### src/rtl/blink_monitor_pkg.sv
// rtl/blink_monitor_pkg.sv - shared definitions for the blink monitor
// Purpose: state encodings, default counter width and counter saturation
//          constant shared by blink_monitor and its bench.
// Ports:   none (package).
// Config:  BLINK_MONITOR_GLITCH_FILTER_EN is consumed by blink_sync_edge.
package blink_monitor_pkg;

  localparam int CNT_W_DEF = 16;

  localparam logic [CNT_W_DEF-1:0] CNT_SAT_DEF = {CNT_W_DEF{1'b1}};

  localparam logic [2:0] ST_IDLE      = 3'd0;
  localparam logic [2:0] ST_ARM       = 3'd1;
  localparam logic [2:0] ST_MEAS_HIGH = 3'd2;
  localparam logic [2:0] ST_MEAS_LOW  = 3'd3;
  localparam logic [2:0] ST_DONE      = 3'd4;

  typedef enum logic [2:0] {
    S_IDLE      = ST_IDLE,
    S_ARM       = ST_ARM,
    S_MEAS_HIGH = ST_MEAS_HIGH,
    S_MEAS_LOW  = ST_MEAS_LOW,
    S_DONE      = ST_DONE
  } state_t;

endpackage

### src/rtl/blink_sync_edge.sv
// rtl/blink_sync_edge.sv - pad synchronizer, optional glitch filter, edge strobes
// Purpose: brings the asynchronous blink pad into the clock domain and emits
//          one-cycle rise/fall strobes, SYNC_STAGES+1 cycles after a pad edge.
// Ports:   i_clk, i_rst (sync active-high), i_sig (async pad),
//          o_rise / o_fall (registered single-cycle strobes).
// Config:  BLINK_MONITOR_GLITCH_FILTER_EN adds a 3-sample majority filter
//          (+2 cycles strobe latency, single-cycle glitches rejected).
module blink_sync_edge #(
  parameter int SYNC_STAGES = 2
) (
  input  logic i_clk,
  input  logic i_rst,
  input  logic i_sig,
  output logic o_rise,
  output logic o_fall
);

  logic [SYNC_STAGES-1:0] r_sync;
  logic                   w_level;
  logic                   r_prev;
  logic                   r_rise;
  logic                   r_fall;

  always_ff @(posedge i_clk) begin
    if (i_rst) r_sync <= '0;
    else       r_sync <= {r_sync[SYNC_STAGES-2:0], i_sig};
  end

`ifdef BLINK_MONITOR_GLITCH_FILTER_EN
  logic r_h1;
  logic r_h2;
  logic r_filt;
  logic w_s;

  assign w_s = r_sync[SYNC_STAGES-1];

  // Majority of the current and two previous samples; registering the vote
  // gives a fixed 2-cycle delay, so clean phase lengths are preserved.
  always_ff @(posedge i_clk) begin
    if (i_rst) begin
      r_h1   <= 1'b0;
      r_h2   <= 1'b0;
      r_filt <= 1'b0;
    end else begin
      r_h1   <= w_s;
      r_h2   <= r_h1;
      r_filt <= (w_s & r_h1) | (w_s & r_h2) | (r_h1 & r_h2);
    end
  end

  assign w_level = r_filt;
`else
  assign w_level = r_sync[SYNC_STAGES-1];
`endif

  always_ff @(posedge i_clk) begin
    if (i_rst) begin
      r_prev <= 1'b0;
      r_rise <= 1'b0;
      r_fall <= 1'b0;
    end else begin
      r_prev <= w_level;
      r_rise <= w_level & ~r_prev;
      r_fall <= ~w_level & r_prev;
    end
  end

  assign o_rise = r_rise;
  assign o_fall = r_fall;

endmodule

### src/rtl/blink_monitor.sv
// rtl/blink_monitor.sv - square-wave blink receiver and period checker
// Purpose: measures each high/low phase of sig_i, compares against
//          exp_high/exp_low within tol, counts good/bad periods until target.
// Ports:   wb_clk_i, wb_rst_i (sync active-high), en (rise starts a run),
//          sig_i (async pad), exp_high, exp_low, tol, target (0 acts as 1),
//          busy, done, pass, good_cnt, fail_cnt, last_high, last_low.
// Config:  BLINK_MONITOR_GLITCH_FILTER_EN (see blink_sync_edge).
module blink_monitor
  import blink_monitor_pkg::*;
#(
  parameter int CNT_W       = CNT_W_DEF,
  parameter int SYNC_STAGES = 2
) (
  input  logic             wb_clk_i,
  input  logic             wb_rst_i,
  input  logic             en,
  input  logic             sig_i,
  input  logic [CNT_W-1:0] exp_high,
  input  logic [CNT_W-1:0] exp_low,
  input  logic [3:0]       tol,
  input  logic [7:0]       target,
  output logic             busy,
  output logic             done,
  output logic             pass,
  output logic [7:0]       good_cnt,
  output logic [7:0]       fail_cnt,
  output logic [CNT_W-1:0] last_high,
  output logic [CNT_W-1:0] last_low
);

  localparam logic [CNT_W-1:0] CNT_SAT = {CNT_W{1'b1}};
  localparam logic [CNT_W-1:0] CNT_ONE = CNT_W'(1);

  state_t           r_state, w_state_nxt;
  logic [CNT_W-1:0] r_cnt, w_cnt_nxt;
  logic [CNT_W-1:0] r_last_high, w_last_high_nxt;
  logic [CNT_W-1:0] r_last_low, w_last_low_nxt;
  logic [7:0]       r_good, w_good_nxt;
  logic [7:0]       r_fail, w_fail_nxt;
  logic             r_en_d;

  logic             w_rise, w_fall, w_en_rise;
  logic             w_busy, w_done, w_pass;
  logic [CNT_W-1:0] w_cnt_inc;
  logic [CNT_W:0]   w_tol_ext, w_lim_high, w_lim_low, w_dev_high, w_dev_low;
  logic             w_to_high, w_to_low, w_ok;
  logic [CNT_W-1:0] w_to_val_high, w_to_val_low;
  logic [7:0]       w_good_inc, w_fail_inc, w_target;
  logic             w_reach_good, w_reach_fail;

  blink_sync_edge #(.SYNC_STAGES(SYNC_STAGES)) u_sync_edge (
    .i_clk  (wb_clk_i),
    .i_rst  (wb_rst_i),
    .i_sig  (sig_i),
    .o_rise (w_rise),
    .o_fall (w_fall)
  );

  assign w_en_rise = en & ~r_en_d;
  assign w_cnt_inc = (r_cnt == CNT_SAT) ? r_cnt : r_cnt + CNT_ONE;

  // Limits and deviations are one bit wider than the counter so exp+tol
  // and the subtraction never wrap.
  assign w_tol_ext  = {{(CNT_W-3){1'b0}}, tol};
  assign w_lim_high = {1'b0, exp_high} + w_tol_ext;
  assign w_lim_low  = {1'b0, exp_low}  + w_tol_ext;

  // A saturated counter counts as a timeout so exp+tol beyond the counter
  // range still ends a stuck phase.
  assign w_to_high = ({1'b0, r_cnt} > w_lim_high) || (r_cnt == CNT_SAT);
  assign w_to_low  = ({1'b0, r_cnt} > w_lim_low)  || (r_cnt == CNT_SAT);

  assign w_to_val_high = (w_lim_high >= {1'b0, CNT_SAT}) ? CNT_SAT : w_lim_high[CNT_W-1:0] + CNT_ONE;
  assign w_to_val_low  = (w_lim_low  >= {1'b0, CNT_SAT}) ? CNT_SAT : w_lim_low[CNT_W-1:0]  + CNT_ONE;

  assign w_dev_high = (r_last_high >= exp_high) ? {1'b0, r_last_high} - {1'b0, exp_high}
                                                : {1'b0, exp_high} - {1'b0, r_last_high};
  assign w_dev_low  = (r_cnt >= exp_low) ? {1'b0, r_cnt} - {1'b0, exp_low}
                                         : {1'b0, exp_low} - {1'b0, r_cnt};
  assign w_ok = (w_dev_high <= w_tol_ext) && (w_dev_low <= w_tol_ext);

  assign w_good_inc = (r_good == 8'hFF) ? r_good : r_good + 8'd1;
  assign w_fail_inc = (r_fail == 8'hFF) ? r_fail : r_fail + 8'd1;
  assign w_target   = (target == 8'd0) ? 8'd1 : target;

  // Completion looks at the counts including this cycle's evaluation.
  assign w_reach_good = ({1'b0, w_good_inc} + {1'b0, r_fail}) >= {1'b0, w_target};
  assign w_reach_fail = ({1'b0, r_good} + {1'b0, w_fail_inc}) >= {1'b0, w_target};

  always_comb begin
    w_state_nxt     = r_state;
    w_cnt_nxt       = r_cnt;
    w_last_high_nxt = r_last_high;
    w_last_low_nxt  = r_last_low;
    w_good_nxt      = r_good;
    w_fail_nxt      = r_fail;
    w_busy          = 1'b0;
    w_done          = 1'b0;
    w_pass          = 1'b0;
    case (r_state)
      S_IDLE: begin
        if (w_en_rise) begin
          w_good_nxt      = '0;
          w_fail_nxt      = '0;
          w_last_high_nxt = '0;
          w_last_low_nxt  = '0;
          w_cnt_nxt       = '0;
          w_state_nxt     = S_ARM;
        end
      end
      S_ARM: begin
        w_busy = 1'b1;
        if (!en) begin
          w_state_nxt = S_IDLE;
        end else if (w_rise) begin
          w_cnt_nxt   = CNT_ONE;
          w_state_nxt = S_MEAS_HIGH;
        end
      end
      S_MEAS_HIGH: begin
        w_busy = 1'b1;
        if (!en) begin
          w_state_nxt = S_IDLE;
        end else if (w_fall) begin
          w_last_high_nxt = r_cnt;
          w_cnt_nxt       = CNT_ONE;
          w_state_nxt     = S_MEAS_LOW;
        end else if (w_to_high) begin
          w_fail_nxt      = w_fail_inc;
          w_last_high_nxt = w_to_val_high;
          w_cnt_nxt       = '0;
          w_state_nxt     = w_reach_fail ? S_DONE : S_ARM;
        end else begin
          w_cnt_nxt = w_cnt_inc;
        end
      end
      S_MEAS_LOW: begin
        w_busy = 1'b1;
        if (!en) begin
          w_state_nxt = S_IDLE;
        end else if (w_rise) begin
          // This rise closes the period and also opens the next one.
          w_last_low_nxt = r_cnt;
          w_cnt_nxt      = CNT_ONE;
          if (w_ok) begin
            w_good_nxt  = w_good_inc;
            w_state_nxt = w_reach_good ? S_DONE : S_MEAS_HIGH;
          end else begin
            w_fail_nxt  = w_fail_inc;
            w_state_nxt = w_reach_fail ? S_DONE : S_MEAS_HIGH;
          end
        end else if (w_to_low) begin
          w_fail_nxt     = w_fail_inc;
          w_last_low_nxt = w_to_val_low;
          w_cnt_nxt      = '0;
          w_state_nxt    = w_reach_fail ? S_DONE : S_ARM;
        end else begin
          w_cnt_nxt = w_cnt_inc;
        end
      end
      S_DONE: begin
        w_done = 1'b1;
        w_pass = (r_fail == 8'd0);
        if (!en) w_state_nxt = S_IDLE;
      end
      default: w_state_nxt = S_IDLE;
    endcase
  end

  always_ff @(posedge wb_clk_i) begin
    if (wb_rst_i) begin
      r_state     <= S_IDLE;
      r_cnt       <= '0;
      r_last_high <= '0;
      r_last_low  <= '0;
      r_good      <= '0;
      r_fail      <= '0;
      // Treat en as already high so a level held through reset cannot
      // start a run; only a fresh rise does.
      r_en_d      <= 1'b1;
    end else begin
      r_state     <= w_state_nxt;
      r_cnt       <= w_cnt_nxt;
      r_last_high <= w_last_high_nxt;
      r_last_low  <= w_last_low_nxt;
      r_good      <= w_good_nxt;
      r_fail      <= w_fail_nxt;
      r_en_d      <= en;
    end
  end

  assign busy      = w_busy;
  assign done      = w_done;
  assign pass      = w_pass;
  assign good_cnt  = r_good;
  assign fail_cnt  = r_fail;
  assign last_high = r_last_high;
  assign last_low  = r_last_low;

endmodule

### config.mk
export PLATFORM = sky130hd
export DESIGN_NAME = blink_monitor
export DESIGN_NICKNAME = d
export VERILOG_FILES = /design/src/rtl/blink_monitor_pkg.sv /design/src/rtl/blink_sync_edge.sv /design/src/rtl/blink_monitor.sv
export SDC_FILE = /design/constraint.sdc
export NUM_CORES = 1
export LEC_CHECK = 0
export ABC_CLOCK_PERIOD_IN_PS = 5800
export CORE_MARGIN = 4
export CORE_UTILIZATION = 35
export DETAILED_ROUTE_END_ITERATION = 16
export SKIP_CTS_REPAIR_TIMING = 1
export SKIP_LAST_GASP = 1
export SLEW_MARGIN = 15
export SYNTH_ARGS = -nofsm -noshare
export SYNTH_HDL_FRONTEND = slang
export SYNTH_SLANG_ARGS = --single-unit
export TNS_END_PERCENT = 30
### constraint.sdc
create_clock -name wb_clk_i -period 5.8 [get_ports wb_clk_i]
set_input_delay 1.16 -clock wb_clk_i [delete_from_list [all_inputs] [get_ports wb_clk_i]]
set_output_delay 1.16 -clock wb_clk_i [all_outputs]
set_load 0.02 [all_outputs]
-- Word-level counts from Yosys, hierarchy flattened
Index checks and enable logic that the tools add are counted.
- input port bits: 48
- word-level logic and storage cells: 137
- output and inout bits: 51
- bits in registers: 73
- add/subtract/negate cells: 13
- reductions and logical operators: 17
- bitwise gates (word level): 6
- equal/unequal tests: 23
- magnitude comparators: 10
- multiplexer cells: 57
- operators by type and width (kind ; number):
    $mux 16 ; 18
    $mux 8 ; 14
    $sub 16x16->17 ; 4
    $pmux 16 s2 ; 2
    $pmux 16 s4 ; 1
    $add 16x1->16 const B ; 3
    $mux 3 ; 14
    $add 16x4->17 ; 2
    $ge 17x16->1 const B ; 2
    $gt 16x17->1 ; 2
    $le 17x4->1 ; 2
    $mux 17 ; 2
    $ge 16x16->1 ; 2
    $pmux 8 s3 ; 1
    $add 8x8->9 ; 2
    $ge 9x8->1 ; 2
    $add 8x1->8 const B ; 2
    $eq 16x16->1 const B ; 1
    $eq 8x8->1 const B ; 2
    $logic_not 8->1 ; 2
    $ne 2x2->1 const B ; 8
    $pmux 8 s2 ; 1
    $pmux 3 s5 ; 1
    $reduce_and 5->1 ; 2
    20 further kinds ; 34

-- Logic depth before layout (Yosys ltp)
- word-level depth: 9
- mapped depth: 22
- depth with buffers taken out: 22

-- Cells and area by module
A second synthesis with hierarchy kept.
- cells, all modules: 1444
- area total of the unflattened synthesis: 10612.7 um2
- modules (own cells, without submodules) (module ; times used ; sequential area each (um2) ; cells each ; area each (um2)):
    blink_monitor ; 1 ; 1361.3 ; 1434 ; 10478.8
    blink_sync_edge ; 1 ; 100.1 ; 10 ; 133.9

-- Worst setup path after synthesis
OpenSTA, ideal clock, no wires.
- path kind: input -> register
- start: in exp_low[4]
- end: reg r_state[2]
- stages: 20
- path slack: 0.462 ns
- required time: 5.697 ns
- data arrival time: 5.235 ns
- cells stage by stage: inv_1 -> ha_1 -> buf_2 -> a21o_1 -> a31oi_1 -> a211o_1 -> a21oi_1 -> nor2_1 -> mux2_2 -> ha_1 -> nor2b_1 -> o21a_1 -> o21ai_0 -> nand2b_1 -> a222oi_1 -> o2111ai_1 -> nor4_2 -> nand2_2 -> o31a_1 -> a2111oi_2
- cells in the longest elaborated chain, start to end: 8
- elaborated cells on any way between the ends: 15
- RTL lines (item ; line ; RTL):
    start, declared ; blink_monitor.sv:19 ; input logic [CNT_W-1:0] exp_low,
    $sub 16x16->17 (tied with other cells) ; blink_monitor.sv:79 ; : {1'b0, exp_low} - {1'b0, r_cnt};
    $mux 17 ; blink_monitor.sv:78 ; assign w_dev_low = (r_cnt >= exp_low) ? {1'b0, r_cnt} - {1'b0, exp_low}
    $le 17x4->1 ; blink_monitor.sv:80 ; assign w_ok = (w_dev_high <= w_tol_ext) && (w_dev_low <= w_tol_ext);
    $logic_and 1x1->1 ; blink_monitor.sv:80 ;
    $mux 3 ; blink_monitor.sv:145 ; if (w_ok) begin
    $mux 3 ; blink_monitor.sv:141 ; end else if (w_rise) begin
    $mux 3 ; blink_monitor.sv:139 ; if (!en) begin
    $pmux 3 s5 ; blink_monitor.sv:100 ; case (r_state)
    end signal, assigned ; blink_monitor.sv:182 ; r_state <= w_state_nxt;
    end, declared ; blink_monitor.sv:34 ; state_t r_state, w_state_nxt;
Parallel ways exist; a longest one is shown, timed or not.
A chain may end at the register's enable or synchronous reset.

-- Final worst setup path
- start: in tol[0]
- end: reg r_cnt[7]
- cells in the longest elaborated chain, start to end: 7
- elaborated cells on any way between the ends: 13
- RTL lines (item ; line ; RTL):
    start, declared ; blink_monitor.sv:20 ; input logic [3:0] tol,
    $add 16x4->17 (on tied branches) ; blink_monitor.sv:66, blink_monitor.sv:65 ;
    $gt 16x17->1 (on tied branches) ; blink_monitor.sv:71, blink_monitor.sv:70 ;
    $logic_or 1x1->1 (on tied branches) ; blink_monitor.sv:71, blink_monitor.sv:70 ;
    $mux 16 (on tied branches) ; blink_monitor.sv:152, blink_monitor.sv:128 ;
    $mux 16 (on tied branches) ; blink_monitor.sv:141, blink_monitor.sv:124 ;
    $mux 16 (on tied branches) ; blink_monitor.sv:139, blink_monitor.sv:122 ;
    $pmux 16 s4 * ; blink_monitor.sv:100 ;
    end signal, assigned ; blink_monitor.sv:183 ; r_cnt <= w_cnt_nxt;
    end, declared ; blink_monitor.sv:35 ; logic [CNT_W-1:0] r_cnt, w_cnt_nxt;
Every way passes the cells marked *; elsewhere a longest branch is shown, timed or not. The select of a mux whose other input is x is not followed.

==> metrics.csv <==
metric,value,unit
Final Total Pwr,0.001570,W
R2R cell count,20,
Wirelength per Cell,18.40,um
switching power share of the total,31.96,%
largest net degree at the start of global routing,27,
first-pass GRT wire length,56.03,mm
synth unique cells,84,
CTS Buf Count,9,
clock sink total,73,
Power Density,120.7,nW/um^2
Rel. slew slack,28.20,%
Worst-path clk slew,0.06,ns
Sequential Power Share,32.4,%
Max Cap Viol,0,
filler instances,2893,
Hold Path Stages,1,
"commonest non-fill, non-tap cell in the layout",buf_4,
"Req. time, crit path",6.02,ns
Pint,0.001068,W
row count,62,
final layout net count,1783,
Detail Route Antenna Nets,0,
DRC errors left,0,
post-synthesis sequential area ratio,14.25,%
RD Place Congestion,0.9693,
Synth-to-Final Area Change,26.81,%
Worst Path Max Fanout,6,
Vias,11010,
r2r setup slk,0.96,ns
CP max stage cell,clkdlybuf4s50_1,
# diodes,0,
WHS Endpoint,u_sync_edge.o_rise$_SDFF_PP0_,
Yosys top cell area share,18.30,%
Lkg Pwr,5.732,nW
leading area contributor after synthesis,ha_1,
most used flip-flop cell after synthesis,dfxtp_1,
vias per inst,5.608,
Total GRT Usage,21.87,%
most frequent cells in the layout,"158 x buf_4, 149 x ha_1, 139 x inv_1",
dpl hpwl,29.42,mm
initial antenna violation count,0,
status,completed,
most frequent CP cell,nor2_1,
Final Hold Fails,0,
Reg area,1461,sq um
CP Launch Type,primary input,
"delay-heaviest family, CP",simple AND/OR/NAND/NOR gates,
vias in the first global route,10310,
grt ovf,0,
CP Capture Type,flop,
CP startpoint,tol[0],
clk_lat worst skew,0.34,ns
FF-to-FF Start,fail_cnt[1]$_SDFFE_PP0P_,
maximum vdd drop,0.1425,mV
HP Class,reg2reg,
RSZ-0062 raised after global routing,yes,
CP max stage delay,0.54,ns
Syn Nets,1573,
synth warn,0,
Max clock buf depth,2,
worst path cell trace,"clkdlybuf4s50_1, ha_1, fa_1, a21o_1, a21oi_1, nand2b_1, nor2_1, nand3_1, xnor2_1, ha_1, nand2_1, or2_2, nor4_1, o31ai_1, o21a_1, or2_2, o22a_1, buf_4, nor2_1, nor2_1, a311oi_1",
cell area after synthesis,10250,sq um
Die X,179.2,um
setup TNS,0,ns
Critical R2R Capture,r_state[2]$_SDFFE_PP0P_,
Seq cells post-synth,73,
"EDFF count, synth",0,
Critical Setup Path Class,in2reg,
CTS Root Cell,clkbuf_16,
Area contributors post-synth,"ha_1 18%, dfxtp_1 14%, xnor2_1 5.8%, inv_1 5.1%, a21oi_1 4.8%",
CTS tree,built,
WP data arrival,5.81,ns
full die area,32100,sq um
CTS H-tree lvls,3,
Cells after Synth,1367,
share of synthesized flip-flops with an asynchronous set or reset,0,%
DR iter-0 viols,986,
Slew Limit Fails,0,
Die H,179.2,um
fin crit share,96.39,%
PortBufs,98,
Starting Density,35.63,%
minimum clock period after layout,5.591,ns
core area,28780,sq um
syn avg cell area,7.501,sq um
Final Setup Violations,0,
min-delay src,u_sync_edge.r_prev$_SDFF_PP0_,
Clock Skews,0.008096,ns
final WL,36.13,mm
Sw Pwr,0.0005017,W
Clock power frac,35.4,%
layout cell share with drive strength beyond 1,13.81,%
Pre-Repair DR Iteration Count,6,
area of the multi-input gates,8046,sq um
worst slew pin tran,1.074,ns
combinational share of power,32.1,%
"Buf+Inv Stages, Crit Path",2,
I/O pin count,99,
Max Fclk,178.9,MHz
## worst reg2reg max path: cells and delay by family (launching register included)
kind | cells | cell delay (ns)
compound gates | 11 | 2.33
xor+xnor | 1 | 0.09
fa+ha+maj | 3 | 0.78
buf+inv | 1 | 0.09
flops | 1 | 0.51
simple gates | 4 | 0.91
## synth_stat cells, drive strengths merged, types with 5 or more instances
cell type,number
a22oi,10
o21bai,13
nor2,89
xnor2,68
xor2,28
o21a,12
o31ai,7
or2,12
ha,150
inv,139
nor2b,22
o21ai,56
fa,8
nand4,29
a21oi,101
o211ai,10
dfxtp,73
nand2b,16
a311oi,10
mux2i,11
nor4,19
o2bb2ai,6
a31oi,17
and3,13
or3,8
a2111oi,5
nand2,113
clkbuf,33
a22o,12
and2,10
buf,26
a21o,40
nand3b,6
a32o,22
nand3,46
nor3,34
o2111ai,10
a211oi,18
## worst max path at each step
| stage | end | cells past startpoint |
|---|---|---|
| after floorplan | r_state[2]$_SDFFE_PP0P_ | 20 |
| after global placement | r_state[2]$_SDFFE_PP0P_ | 16 |
| after detailed placement | r_state[2]$_SDFFE_PP0P_ | 16 |
| after CTS | r_state[2]$_SDFFE_PP0P_ | 16 |
| after global routing | r_cnt[7]$_SDFFE_PP0P_ | 21 |
| final | r_cnt[7]$_SDFFE_PP0P_ | 21 |
## registers in the layout, indices dropped and copies added (netlist names)
register	count
u_sync_edge.r_sync	2
u_sync_edge.o_rise	1
u_sync_edge.r_prev	1
r_en_d	1
fail_cnt	8
last_high	16
last_low	16
good_cnt	8
r_cnt	16
r_state	3
u_sync_edge.o_fall	1
## final cells by class
| type | instances | share of cell area [%] |
|---|---|---|
| Clock inverter | 3 | 0.3368 |
| Timing Repair Buffer | 258 | 16.99 |
| Multi-Input combinational cell | 1096 | 61.88 |
| Clock buffer | 10 | 1.838 |
| Sequential cell | 73 | 11.24 |
| Inverter | 139 | 4.013 |
| Tap cell | 384 | 3.695 |
## routing by layer
metal / vias up / wire length [um] / global-route usage, %
met2: 391 / 16030 / 35.01
li1: 5376 / - / -
met3: 61 / 2157 / 2.341
met5: - / 0 / 0
met1: 5181 / 17030 / 31.20
met4: 0 / 908 / 5.966
## metrics by stage
| step | setup WS (ns) | util, % | hold WS (ns) | cell area, sq um | cells |
|---|---|---|---|---|---|
| after global placement | -0.2187 | 44.03 | 0.3873 | 12670 | 1950 |
| after detailed placement | -0.1901 | 44.03 | 0.3995 | 12670 | 1950 |
| final | 0.2091 | 45.18 | 0.4032 | 13000 | 1963 |
| after CTS | 0.1175 | 45.01 | 0.4073 | 12950 | 1963 |
| after global routing | -0.006464 | 45.18 | 0.4219 | 13000 | 1963 |
| after floorplan | 0.4620 | - | 0.3835 | 10250 | 1367 |
## power by group through the flow
stage	Combinational, W	Clock [W]	Sequential [W]
6_report	0.000504	0.000556	0.000509
5_1_grt	0.000552	0.000584	0.000509
4_1_cts	0.000495	0.000568	0.000509
3_5_place_dp	0.000490	0	0.000520
3_3_place_gp	0.000487	0	0.000520
2_1_floorplan	0.000297	0	0.000516
## cell families (layout without fill, tap and decap cells)
| family | Yosys count | in the layout | synth area share, % |
|---|---|---|---|
| DFF | 73 | 73 | 14.25 |
| adders and majority gates | 158 | 158 | 19.87 |
| buffers and inverters | 198 | 410 | 7.724 |
| AOI/OAI and AO/OA | 394 | 394 | 27.11 |
| xor gates and xnor gates | 96 | 96 | 8.200 |
| muxes | 14 | 14 | 1.403 |
| and+or+nand+nor | 434 | 434 | 21.44 |
No activity file was read; power rests on OpenSTA's default activity.
